===== src/rtl/mmc_mailbox_arbiter_if.sv =====
// ---------------------------------------------------------------------------
// mmc_mailbox_arbiter_if
// System-side pins of the MMC mailbox DPRAM.
//   mbox_gpio_out    : command word {write, ..., address, write data}
//   mbox_gpio_strobe : one-cycle access strobe
//   mbox_csr         : mailbox CSR; byte [7:0] holds read data one cycle
//                      after the strobe
// master modport: the arbiter (drives command + strobe).
// slave modport : the mailbox (returns the CSR).
// ---------------------------------------------------------------------------
interface mmc_mailbox_arbiter_if;
    logic [31:0] mbox_gpio_out;
    logic        mbox_gpio_strobe;
    logic [31:0] mbox_csr;

    modport master (
        output mbox_gpio_out,
        output mbox_gpio_strobe,
        input  mbox_csr
    );

    modport slave (
        input  mbox_gpio_out,
        input  mbox_gpio_strobe,
        output mbox_csr
    );
endinterface


===== src/rtl/mmc_mailbox_arbiter.sv =====
// ---------------------------------------------------------------------------
// mmc_mailbox_arbiter
// Serialises CPU GPIO commands and up to NCLIENTS hardware requesters onto
// the single system-side port of the MMC mailbox. The CPU has fixed priority
// and sees a private shadow CSR that client traffic never touches; clients
// are served round-robin. Each access takes IDLE -> ISSUE -> CAPTURE.
//
// Ports
//   clk, rst         : clock, synchronous active-high reset
//   cpu_gpio_out     : CPU command {[31] write, [30] clear-overrun,
//                      [8+:AW] address, [7:0] data}
//   cpu_gpio_strobe  : one-cycle CPU command strobe
//   cpu_csr          : shadow CSR {[31] overrun, [30] busy,
//                      [8+:AW] last CPU address, [7:0] last CPU read data}
//   client_req/we    : per-client request (held until done) and write flag
//   client_addr      : packed per-client addresses
//   client_wdata     : packed per-client write data
//   client_done      : one-cycle completion pulse per client
//   client_rdata     : shared read data, valid with done and held after
//   mbox             : mailbox pins (master side)
// ---------------------------------------------------------------------------
module mmc_mailbox_arbiter #(
    parameter int NCLIENTS      = 2,
    parameter int ADDRESS_WIDTH = 11
) (
    input  logic                              clk,
    input  logic                              rst,
    input  logic [31:0]                       cpu_gpio_out,
    input  logic                              cpu_gpio_strobe,
    output logic [31:0]                       cpu_csr,
    input  logic [NCLIENTS-1:0]               client_req,
    input  logic [NCLIENTS-1:0]               client_we,
    input  logic [NCLIENTS*ADDRESS_WIDTH-1:0] client_addr,
    input  logic [NCLIENTS*8-1:0]             client_wdata,
    output logic [NCLIENTS-1:0]               client_done,
    output logic [7:0]                        client_rdata,
    mmc_mailbox_arbiter_if.master             mbox
);
    localparam int PW = (NCLIENTS > 1) ? $clog2(NCLIENTS) : 1;

    typedef enum logic [1:0] {ST_IDLE, ST_ISSUE, ST_CAPTURE} state_t;

    state_t                   state_q, state_d;
    logic [31:0]              gpio_out_q, gpio_out_d;
    logic                     strobe_q, strobe_d;
    logic                     sel_cpu_q, sel_cpu_d;
    logic [PW-1:0]            grant_q, grant_d;
    logic [PW-1:0]            rr_q, rr_d;
    logic                     cpu_pend_q, cpu_pend_d;
    logic [31:0]              cpu_word_q, cpu_word_d;
    logic                     overrun_q, overrun_d;
    logic [ADDRESS_WIDTH-1:0] csr_addr_q, csr_addr_d;
    logic [7:0]               csr_data_q, csr_data_d;
    logic [NCLIENTS-1:0]      done_q, done_d;
    logic [7:0]               rdata_q, rdata_d;

    logic [31:0]              client_word [NCLIENTS];
    logic [NCLIENTS-1:0]      client_elig;
    logic                     found;
    logic [PW-1:0]            pick;
    logic                     unused_csr_bits;

    // Only the read-data byte of the mailbox CSR is meaningful here.
    assign unused_csr_bits = ^mbox.mbox_csr[31:8];

    // A client whose done is pulsing still has req high this cycle; it must
    // not be granted a second time.
    assign client_elig = client_req & ~done_q;

    generate
        for (genvar gi = 0; gi < NCLIENTS; gi++) begin : g_client_word
            assign client_word[gi] = {client_we[gi], {(23-ADDRESS_WIDTH){1'b0}},
                                      client_addr[gi*ADDRESS_WIDTH +: ADDRESS_WIDTH],
                                      client_wdata[gi*8 +: 8]};
        end
    endgenerate

    // Round-robin search: first eligible client at or after rr_q.
    always_comb begin
        logic [PW:0] idx;
        found = 1'b0;
        pick  = '0;
        idx   = '0;
        for (int k = 0; k < NCLIENTS; k++) begin
            idx = {1'b0, rr_q} + (PW+1)'(k);
            if (idx >= (PW+1)'(NCLIENTS)) begin
                idx = idx - (PW+1)'(NCLIENTS);
            end
            if (!found && client_elig[idx[PW-1:0]]) begin
                found = 1'b1;
                pick  = idx[PW-1:0];
            end
        end
    end

    always_comb begin
        state_d    = state_q;
        gpio_out_d = gpio_out_q;
        strobe_d   = 1'b0;
        sel_cpu_d  = sel_cpu_q;
        grant_d    = grant_q;
        rr_d       = rr_q;
        cpu_pend_d = cpu_pend_q;
        cpu_word_d = cpu_word_q;
        overrun_d  = overrun_q;
        csr_addr_d = csr_addr_q;
        csr_data_d = csr_data_q;
        done_d     = '0;
        rdata_d    = rdata_q;

        // CPU command capture; a strobe while one is pending is lost.
        if (cpu_gpio_strobe) begin
            if (cpu_pend_q) begin
                overrun_d = 1'b1;
            end else begin
                cpu_pend_d     = 1'b1;
                cpu_word_d     = cpu_gpio_out;
                cpu_word_d[30] = 1'b0;
                if (cpu_gpio_out[30]) begin
                    overrun_d = 1'b0;
                end
            end
        end

        case (state_q)
            ST_IDLE: begin
                if (cpu_pend_q) begin
                    gpio_out_d = cpu_word_q;
                    sel_cpu_d  = 1'b1;
                    strobe_d   = 1'b1;
                    state_d    = ST_ISSUE;
                end else if (found) begin
                    gpio_out_d = client_word[pick];
                    sel_cpu_d  = 1'b0;
                    grant_d    = pick;
                    rr_d       = (pick == PW'(NCLIENTS-1)) ? '0 : pick + 1'b1;
                    strobe_d   = 1'b1;
                    state_d    = ST_ISSUE;
                end
            end
            ST_ISSUE: begin
                state_d = ST_CAPTURE;
            end
            ST_CAPTURE: begin
                // Mailbox RAM is read-first: writes return the old byte too.
                if (sel_cpu_q) begin
                    csr_data_d = mbox.mbox_csr[7:0];
                    csr_addr_d = cpu_word_q[8 +: ADDRESS_WIDTH];
                    cpu_pend_d = 1'b0;
                end else begin
                    rdata_d          = mbox.mbox_csr[7:0];
                    done_d[grant_q]  = 1'b1;
                end
                state_d = ST_IDLE;
            end
            default: begin
                state_d = ST_IDLE;
            end
        endcase
    end

    always_ff @(posedge clk) begin
        if (rst) begin
            state_q    <= ST_IDLE;
            gpio_out_q <= '0;
            strobe_q   <= 1'b0;
            sel_cpu_q  <= 1'b0;
            grant_q    <= '0;
            rr_q       <= '0;
            cpu_pend_q <= 1'b0;
            cpu_word_q <= '0;
            overrun_q  <= 1'b0;
            csr_addr_q <= '0;
            csr_data_q <= '0;
            done_q     <= '0;
            rdata_q    <= '0;
        end else begin
            state_q    <= state_d;
            gpio_out_q <= gpio_out_d;
            strobe_q   <= strobe_d;
            sel_cpu_q  <= sel_cpu_d;
            grant_q    <= grant_d;
            rr_q       <= rr_d;
            cpu_pend_q <= cpu_pend_d;
            cpu_word_q <= cpu_word_d;
            overrun_q  <= overrun_d;
            csr_addr_q <= csr_addr_d;
            csr_data_q <= csr_data_d;
            done_q     <= done_d;
            rdata_q    <= rdata_d;
        end
    end

    always_comb begin
        cpu_csr                       = '0;
        cpu_csr[31]                   = overrun_q;
        cpu_csr[30]                   = cpu_pend_q;
        cpu_csr[8 +: ADDRESS_WIDTH]   = csr_addr_q;
        cpu_csr[7:0]                  = csr_data_q;
    end

    assign mbox.mbox_gpio_out    = gpio_out_q;
    assign mbox.mbox_gpio_strobe = strobe_q;
    assign client_done           = done_q;
    assign client_rdata          = rdata_q;

endmodule


===== src/flat_wrapper.sv =====
// flat-port wrapper written by rule: the top's interface ports become plain ports
module mmc_mailbox_arbiter_flat 
#(
    parameter int NCLIENTS      = 2,
    parameter int ADDRESS_WIDTH = 11
)
  (clk, rst, cpu_gpio_out, cpu_gpio_strobe, cpu_csr, client_req, client_we, client_addr, client_wdata, client_done, client_rdata, mbox_mbox_gpio_out, mbox_mbox_gpio_strobe, mbox_mbox_csr);
  mmc_mailbox_arbiter_if mbox_i ();
  input  logic clk;
  input  logic rst;
  input  logic [31:0] cpu_gpio_out;
  input  logic cpu_gpio_strobe;
  output logic [31:0] cpu_csr;
  input  logic [NCLIENTS-1:0] client_req;
  input  logic [NCLIENTS-1:0] client_we;
  input  logic [NCLIENTS*ADDRESS_WIDTH-1:0] client_addr;
  input  logic [NCLIENTS*8-1:0] client_wdata;
  output logic [NCLIENTS-1:0] client_done;
  output logic [7:0] client_rdata;
  output wire logic [$bits(mbox_i.mbox_gpio_out)-1:0] mbox_mbox_gpio_out;
  output wire logic [$bits(mbox_i.mbox_gpio_strobe)-1:0] mbox_mbox_gpio_strobe;
  input wire logic [$bits(mbox_i.mbox_csr)-1:0] mbox_mbox_csr;
  assign mbox_mbox_gpio_out = mbox_i.mbox_gpio_out;
  assign mbox_mbox_gpio_strobe = mbox_i.mbox_gpio_strobe;
  assign mbox_i.mbox_csr = mbox_mbox_csr;
  mmc_mailbox_arbiter #(.NCLIENTS(NCLIENTS), .ADDRESS_WIDTH(ADDRESS_WIDTH)) u_core (.clk(clk), .rst(rst), .cpu_gpio_out(cpu_gpio_out), .cpu_gpio_strobe(cpu_gpio_strobe), .cpu_csr(cpu_csr), .client_req(client_req), .client_we(client_we), .client_addr(client_addr), .client_wdata(client_wdata), .client_done(client_done), .client_rdata(client_rdata), .mbox(mbox_i));
endmodule

===== config.mk =====
export PLATFORM = sky130hd
export DESIGN_NAME = mmc_mailbox_arbiter_flat
export DESIGN_NICKNAME = d
export VERILOG_FILES = /design/src/rtl/mmc_mailbox_arbiter_if.sv /design/src/rtl/mmc_mailbox_arbiter.sv /design/src/flat_wrapper.sv
export SDC_FILE = /design/constraint.sdc
export NUM_CORES = 1
export LEC_CHECK = 0
export ABC_AREA = 1
export BUFFER_PORTS_ARGS = -buffer_cell sky130_fd_sc_hd__buf_2
export CAP_MARGIN = 0
export CORE_ASPECT_RATIO = 0.8
export CORE_MARGIN = 1.5
export CORE_UTILIZATION = 43
export CTS_CLUSTER_DIAMETER = 100
export DETAILED_ROUTE_END_ITERATION = 10
export PLACE_DENSITY = 0.83
export SYNTH_ARGS = -nofsm -noshare
export SYNTH_HDL_FRONTEND = slang
export SYNTH_SLANG_ARGS = --single-unit

===== constraint.sdc =====
create_clock -name clk -period 1.2 [get_ports clk]
set_clock_uncertainty 0.05 [all_clocks]
set_input_delay 0.36 -clock clk [delete_from_list [all_inputs] [get_ports clk]]
set_output_delay 0.36 -clock clk [all_outputs]
set_load 0.005 [all_outputs]

==> results of run 1 <==
[worst max path at each step]
| stage | startpoint | cells past startpoint | endpoint |
|---|---|---|---|
| final | u_core.cpu_pend_q | 2 | cpu_csr[30] |
| after detailed placement | client_req[1] | 8 | u_core.mbox.mbox_gpio_out[0] |
| after global placement | client_req[1] | 8 | u_core.mbox.mbox_gpio_out[7] |
| after CTS | u_core.cpu_pend_q | 2 | cpu_csr[30] |
| after floorplan | client_req[1] | 7 | u_core.mbox.mbox_gpio_out[10] |
| after global routing | u_core.cpu_pend_q | 2 | cpu_csr[30] |
[report_power, final]
| group | leakage, nW | switching (W) | internal [W] |
|---|---|---|---|
| logic | 2.39 | 0.000849 | 0.000763 |
| clock network | 0.142 | 0.00128 | 0.00163 |
| registers | 0.840 | 0.000159 | 0.00354 |
[cell type report]
cell class	count	area [um2]	area share (%)
sequential	99	2060	32.4
timing repair buffer	190	1460	22.9
multi-input combinational	408	2010	31.6
clock buffer	9	225	3.54
clock inverter	7	76.3	1.20
tap	136	170	2.67
inverter	94	363	5.70
[logic make-up (layout without fill, tap and decap cells)]
logic type             Yosys count  in the layout  synth area share [%]
AO/OA/AOI/OAI                   95             95                  11.2
buffers and inverters          144            300                  14.2
flip-flops                      99             99                  46.1
other                            1             12                0.0873
AND/OR/NAND/NOR                301            301                  28.4
[critical path, stage by stage, from the launching register on]
cell	delay, ps
dfxtp_2	330
buf_6	130
buf_6	110
[timing repair]
item / in CTS / in global routing
setup buffers: 3 / 4
pin swaps: 3 / 17
setup endpoints to repair: 99 / 157
gates resized for setup: 81 / 104
gates cloned: 1 / 4
[sequential cells by signal, summed over array words and instances, names as in the netlist]
register / flops
u_core.overrun_q: 1
u_core.csr_addr_q: 11
u_core.client_done: 2
u_core.client_rdata: 8
u_core.cpu_word_q: 31
u_core.sel_cpu_q: 1
u_core.mbox.mbox_gpio_strobe: 1
u_core.mbox.mbox_gpio_out: 31
u_core.grant_q: 1
u_core.rr_q: 1
u_core.state_q: 2
u_core.cpu_pend_q: 1
u_core.csr_data_q: 8
[cells in the mapped netlist (all sizes together)]
cell and instances:
a211oi 2, a21oi 62, and2 1, buf 26, clkbuf 24, clkinv 1
conb 1, dfxtp 99, inv 93, nand2 157, nand3 52, nand4 1
nor2 87, nor3 3, o21ai 31
[per-layer routing]
layer  GRT usage, %  vias to the layer above  routed length (um)
met5              0                        -                   0
met4           5.45                        0                 132
met3           7.53                       12                 870
met2           36.8                      155                6090
met1           26.9                     2090                5370
li1               -                     2261                   -
[per-stage QoR]
| step | instances | setup slack, ps | hold WS (ps) | utilization, % |
|---|---|---|---|---|
| finish | 943 | -118 | 146 | 65.7 |
| global route | 943 | -146 | 138 | 65.7 |
| CTS | 935 | -123 | 133 | 60.7 |
| detailed placement | 915 | -184 | 379 | 54.8 |
| global placement | 915 | -155 | 359 | 54.8 |
| floorplan | 651 | 2.83 | 351 | - |
==> run metrics, run 1 <==
fillers 879; vias in the first global route around 4000; Synth Warn # 0; Root Buffer Master clkbuf_16; largest net degree at the start of global routing 44; period utilization 110%; core region area ~9700 um2; CP Launch Type flip-flop; setup_tns -2450 ps; Die Ht roughly 92 um; Num CTS Buffers 9; Req. time, crit path approximately 790 ps; mean area per synthesized cell roughly 6.7 um2; Leak Pwr around 3.4 nW; CP Class flip-flop to primary output; Final Wtd Congestion between 0.7 and 0.8; R2R depth 7; I/O pins 184; drt first pass iters 5; I/O Buffers between 100 and 150; largest area contributor in the netlist dfxtp_1; hold buffers post-CTS 0; Syn Inst Count 640; final wirelength between 10000 and 15000 um; Syn-to-layout area delta 48.1%; Synth area leaders dfxtp_1 46%, nand2_1 14%, inv_1 7.9%, nor2_1 7.5%, a21oi_1 7.2%; Placed Area between 5000 and 6000 um2; CTS tree yes; status complete, but fails checks; Total GRT Usage a little over a fifth; FF-to-FF Start u_core.cpu_pend_q; die footprint roughly 11000 um2; post-synth cell types 21; Worst Hold Endpoint u_core.overrun_q; violated checks negative setup slack; Synth Register Bits 99; RSZ-0062 raised after global routing yes; via count between 4000 and 5000; fin. max-slew vios 0; # DRC 0; min Tclk post-route between 1000 and 1500 ps; flop-to-flop setup slack -80 ps; critical path fanouts, max 3; die width approximately 110 um; crit path DAT between 900 and 1000 ps; grt total ovfl 0; initial antenna violation count 0; hpwl dp between 7000 and 8000 um; row cnt 32; CTS Sinks 99; Hold Crit Start cpu_gpio_out[30]; layout cells sized above 1 roughly two fifths; drt initial violations 241; Syn Std Cell Area roughly 4300 um2; Via-to-Cell Ratio 4.79; Setup Viol. Count Final 80; Antenna Violating Nets Remaining 0; VDD IR max approximately 0.0010 V; post-DR wirelength/cell 13.2 um; first-pass GRT wire length 18300 um; Fin. Hold Viols 0; min-delay worst type primary input to flip-flop; Seq/Total Area, Yosys about 46%; Final #Nets between 900 and 1000; PwrDens roughly 1300 nW/um2; cell depth of the worst hold path 2; most frequent cells in the layout 134 x nand2_1, 120 x buf_2, 87 x inv_1, 69 x nor2_1, 63 x dfxtp_2; ant diodes 0; final worst slack -118 ps; clock latency on the worst-skew pair about 340 ps; Worst R2R End u_core.cpu_word_q[11]; clk slew on worst S/H paths ~70 ps; Fmax achieved around 760 MHz; Clock Path Buffers 2; final instance area between 6000 and 7000 um2; starting density of the core around 44%; H-Tree Depth 3; total power about 0.0082 W; Max Cap Viol 0; most common cell after layout, fill and taps aside nand2_1; Critical Path End Type primary output; post-synth top area share approximately 46%
(Power assumes the default switching activity.)
==> inputs of run 2 (changes only) <==
--- a/config.mk
+++ b/config.mk
@@ -13,7 +13,9 @@
 export CORE_UTILIZATION = 43
 export CTS_CLUSTER_DIAMETER = 100
 export DETAILED_ROUTE_END_ITERATION = 10
+export GPL_ROUTABILITY_DRIVEN = 0
 export PLACE_DENSITY = 0.83
+export SETUP_SLACK_MARGIN = 0.05
 export SYNTH_ARGS = -nofsm -noshare
 export SYNTH_HDL_FRONTEND = slang
 export SYNTH_SLANG_ARGS = --single-unit
==> constraint.sdc (replaced) <==
create_clock -name clk -period 1.2 [get_ports clk]
set_clock_uncertainty 0.05 [all_clocks]
set_input_delay 0.36 -clock clk [delete_from_list [all_inputs] [get_ports clk]]
set_output_delay 0.36 -clock clk [all_outputs]
set_load 0.01 [all_outputs]
==> run 2 against run 1 <==
Against the previous run:
- the run still ends with negative setup slack left
- design area rose by 19%
- maximum frequency fell by 7.9%
- worst hold slack improved by 18 ps
- clock power rose by 2%
- via count rose by 15%
- worst setup slack got worse by 110 ps
==> run metrics, run 2 (synthesis results as in run 1) <==
status complete, but fails checks; violated checks negative setup slack; most common cell after layout, fill and taps aside nand2_1; Num CTS Buffers 9; clock latency on the worst-skew pair 340 ps; Setup Viol. Count Final 105; hpwl dp about 8500 um; Via-to-Cell Ratio approximately 5.3; Total GRT Usage a little over a quarter; # DRC 0; Worst Path Buf+Inv 4; Critical Path, Cell by Cell buf_4 -> buf_8 -> nor2_4 -> inv_4 -> buf_12 -> nor2_1 -> nor2_1; R2R depth 7; post-DR wirelength/cell roughly 18 um; VDD IR max a little under 0.0008 V; Syn-to-layout area delta 76.6%; fin. max-slew vios 0; drt first pass iters 5; hold buffers post-CTS 0; clk slew on worst S/H paths around 70 ps; row cnt 32; Leak Pwr ~3.8 nW; CTS Sinks a little under 100; final worst slack -231 ps; Crit path max-delay family buffers and inverters; Fmax achieved ~700 MHz; Max Cap Viol 0; ant diodes 0; min-delay worst type primary input to flip-flop; RSZ-0062 raised after global routing yes; Die Ht between 90 and 100 um; Finished Layout Cells between 900 and 1000; Antenna Violating Nets Remaining 0; critical path's slowest cell dfxtp_4; starting density of the core around 44%; H-Tree Depth 3; Critical Path Stages 7; I/O Buffers between 100 and 150; CTS tree yes; CP Class flip-flop to flip-flop; Seq. cell area roughly 2100 um2; Placed Cells ~900; worst hold margin approximately 160 ps; layout cells sized above 1 ~54%; cell depth of the worst hold path 2; Fin. Hold Viols 0; Clock Path Buffers 2; first-pass GRT wire length roughly 22000 um; most frequent cells in the layout 112 x nand2_1, 85 x buf_2, 83 x inv_1, 78 x buf_6, 60 x dfxtp_2; min Tclk post-route about 1400 ps; multi-input logic area ~2400 um2; die width roughly 110 um; crit path DAT ~1600 ps; Final #Nets between 900 and 1000; Placed Area approximately 5400 um2; CP Launch Type flip-flop; setup_tns -13180 ps; critical path fanouts, max 13; largest net degree at the start of global routing 30; Critical Path End Type flip-flop; Req. time, crit path between 1000 and 1500 ps; drt initial violations about 370; final instance area around 7600 um2; core region area 9690 um2; PwrDens ~1200 nW/um2; via count 5212; grt total ovfl 0; die footprint roughly 11000 um2; I/O pins around 180; CP most frequent cell nor2_1; vias in the first global route ~4600; Root Buffer Master clkbuf_16; CP max stage delay 360 ps; initial antenna violation count 1; period utilization 119%; fillers 600; final wirelength around 18000 um
==> run 2: changes by cell type in the layout (fill, tap and decap cells not counted), sizes merged <==
cell,before,now
clkbuf,13,17
clkinv,4,1
clkinvlp,2,3
buf,186,220
bufbuf,0,2
==> run 2: report_power, final <==
group | switching, W | internal, W | leakage (nW) | total [W]
combinational | 0.00124 | 0.00112 | 2.78 | 0.00236
sequential | 0.000191 | 0.00354 | 0.841 | 0.00373
clock | 0.00130 | 0.00168 | 0.138 | 0.00298
==> run 2: routing by layer <==
| metal | GRT usage, % | wire length [um] | share of wire (%) | vias to the layer above |
|---|---|---|---|---|
| met1 | 33.7 | 6520 | 37 | 2467 |
| li1 | - | - | - | 2345 |
| met5 | 0 | 12 | 0.067 | - |
| met2 | 45.2 | 8670 | 49 | 318 |
| met3 | 7.26 | 1680 | 9.4 | 80 |
| met4 | 9.57 | 947 | 5.3 | 2 |
==> run 2: cell type report <==
cell class | instances | area share, %
clock buffers | 11 | 3.20
clock inverters | 5 | 0.808
inverters | 94 | 4.75
multi-input cells | 408 | 32.1
flip-flops and latches | 99 | 27.4
well taps | 136 | 2.24
repair buffers | 228 | 29.6
==> run 2: worst paths after layout <==
check / startpoint / end / slack, ps
setup / recovery: u_core.cpu_pend_q / u_core.cpu_word_q[8] / -230
hold / removal: cpu_gpio_out[30] / u_core.overrun_q / 160
setup reg to reg: u_core.cpu_pend_q / u_core.cpu_word_q[8] / -230
hold reg to reg: u_core.grant_q / u_core.client_done[0] / 380
==> run 2: timing repair <==
action	CTS	global route
setup endpoints to repair	154	160
buffers inserted	10	20
pin swaps	20	41
gates cloned	10	7
resized for setup	209	166
==> run 2: through the flow <==
stage / power (W) / setup WS (ps) / util [%]
after floorplan: 0.00452 / 12.4 / -
after global placement: 0.00508 / -168 / 55.3
after detailed placement: 0.00511 / -192 / 55.3
after CTS: 0.00855 / -132 / 69.5
after global routing: 0.00937 / -282 / 78.3
final: 0.00908 / -231 / 78.3
==> run 2: worst register-to-register path: stages, from the launching register on <==
cell     delay (ps)
dfxtp_4         360
buf_4           140
buf_8           130
nor2_4          200
inv_4           100
buf_12          160
nor2_1          120
nor2_1           60
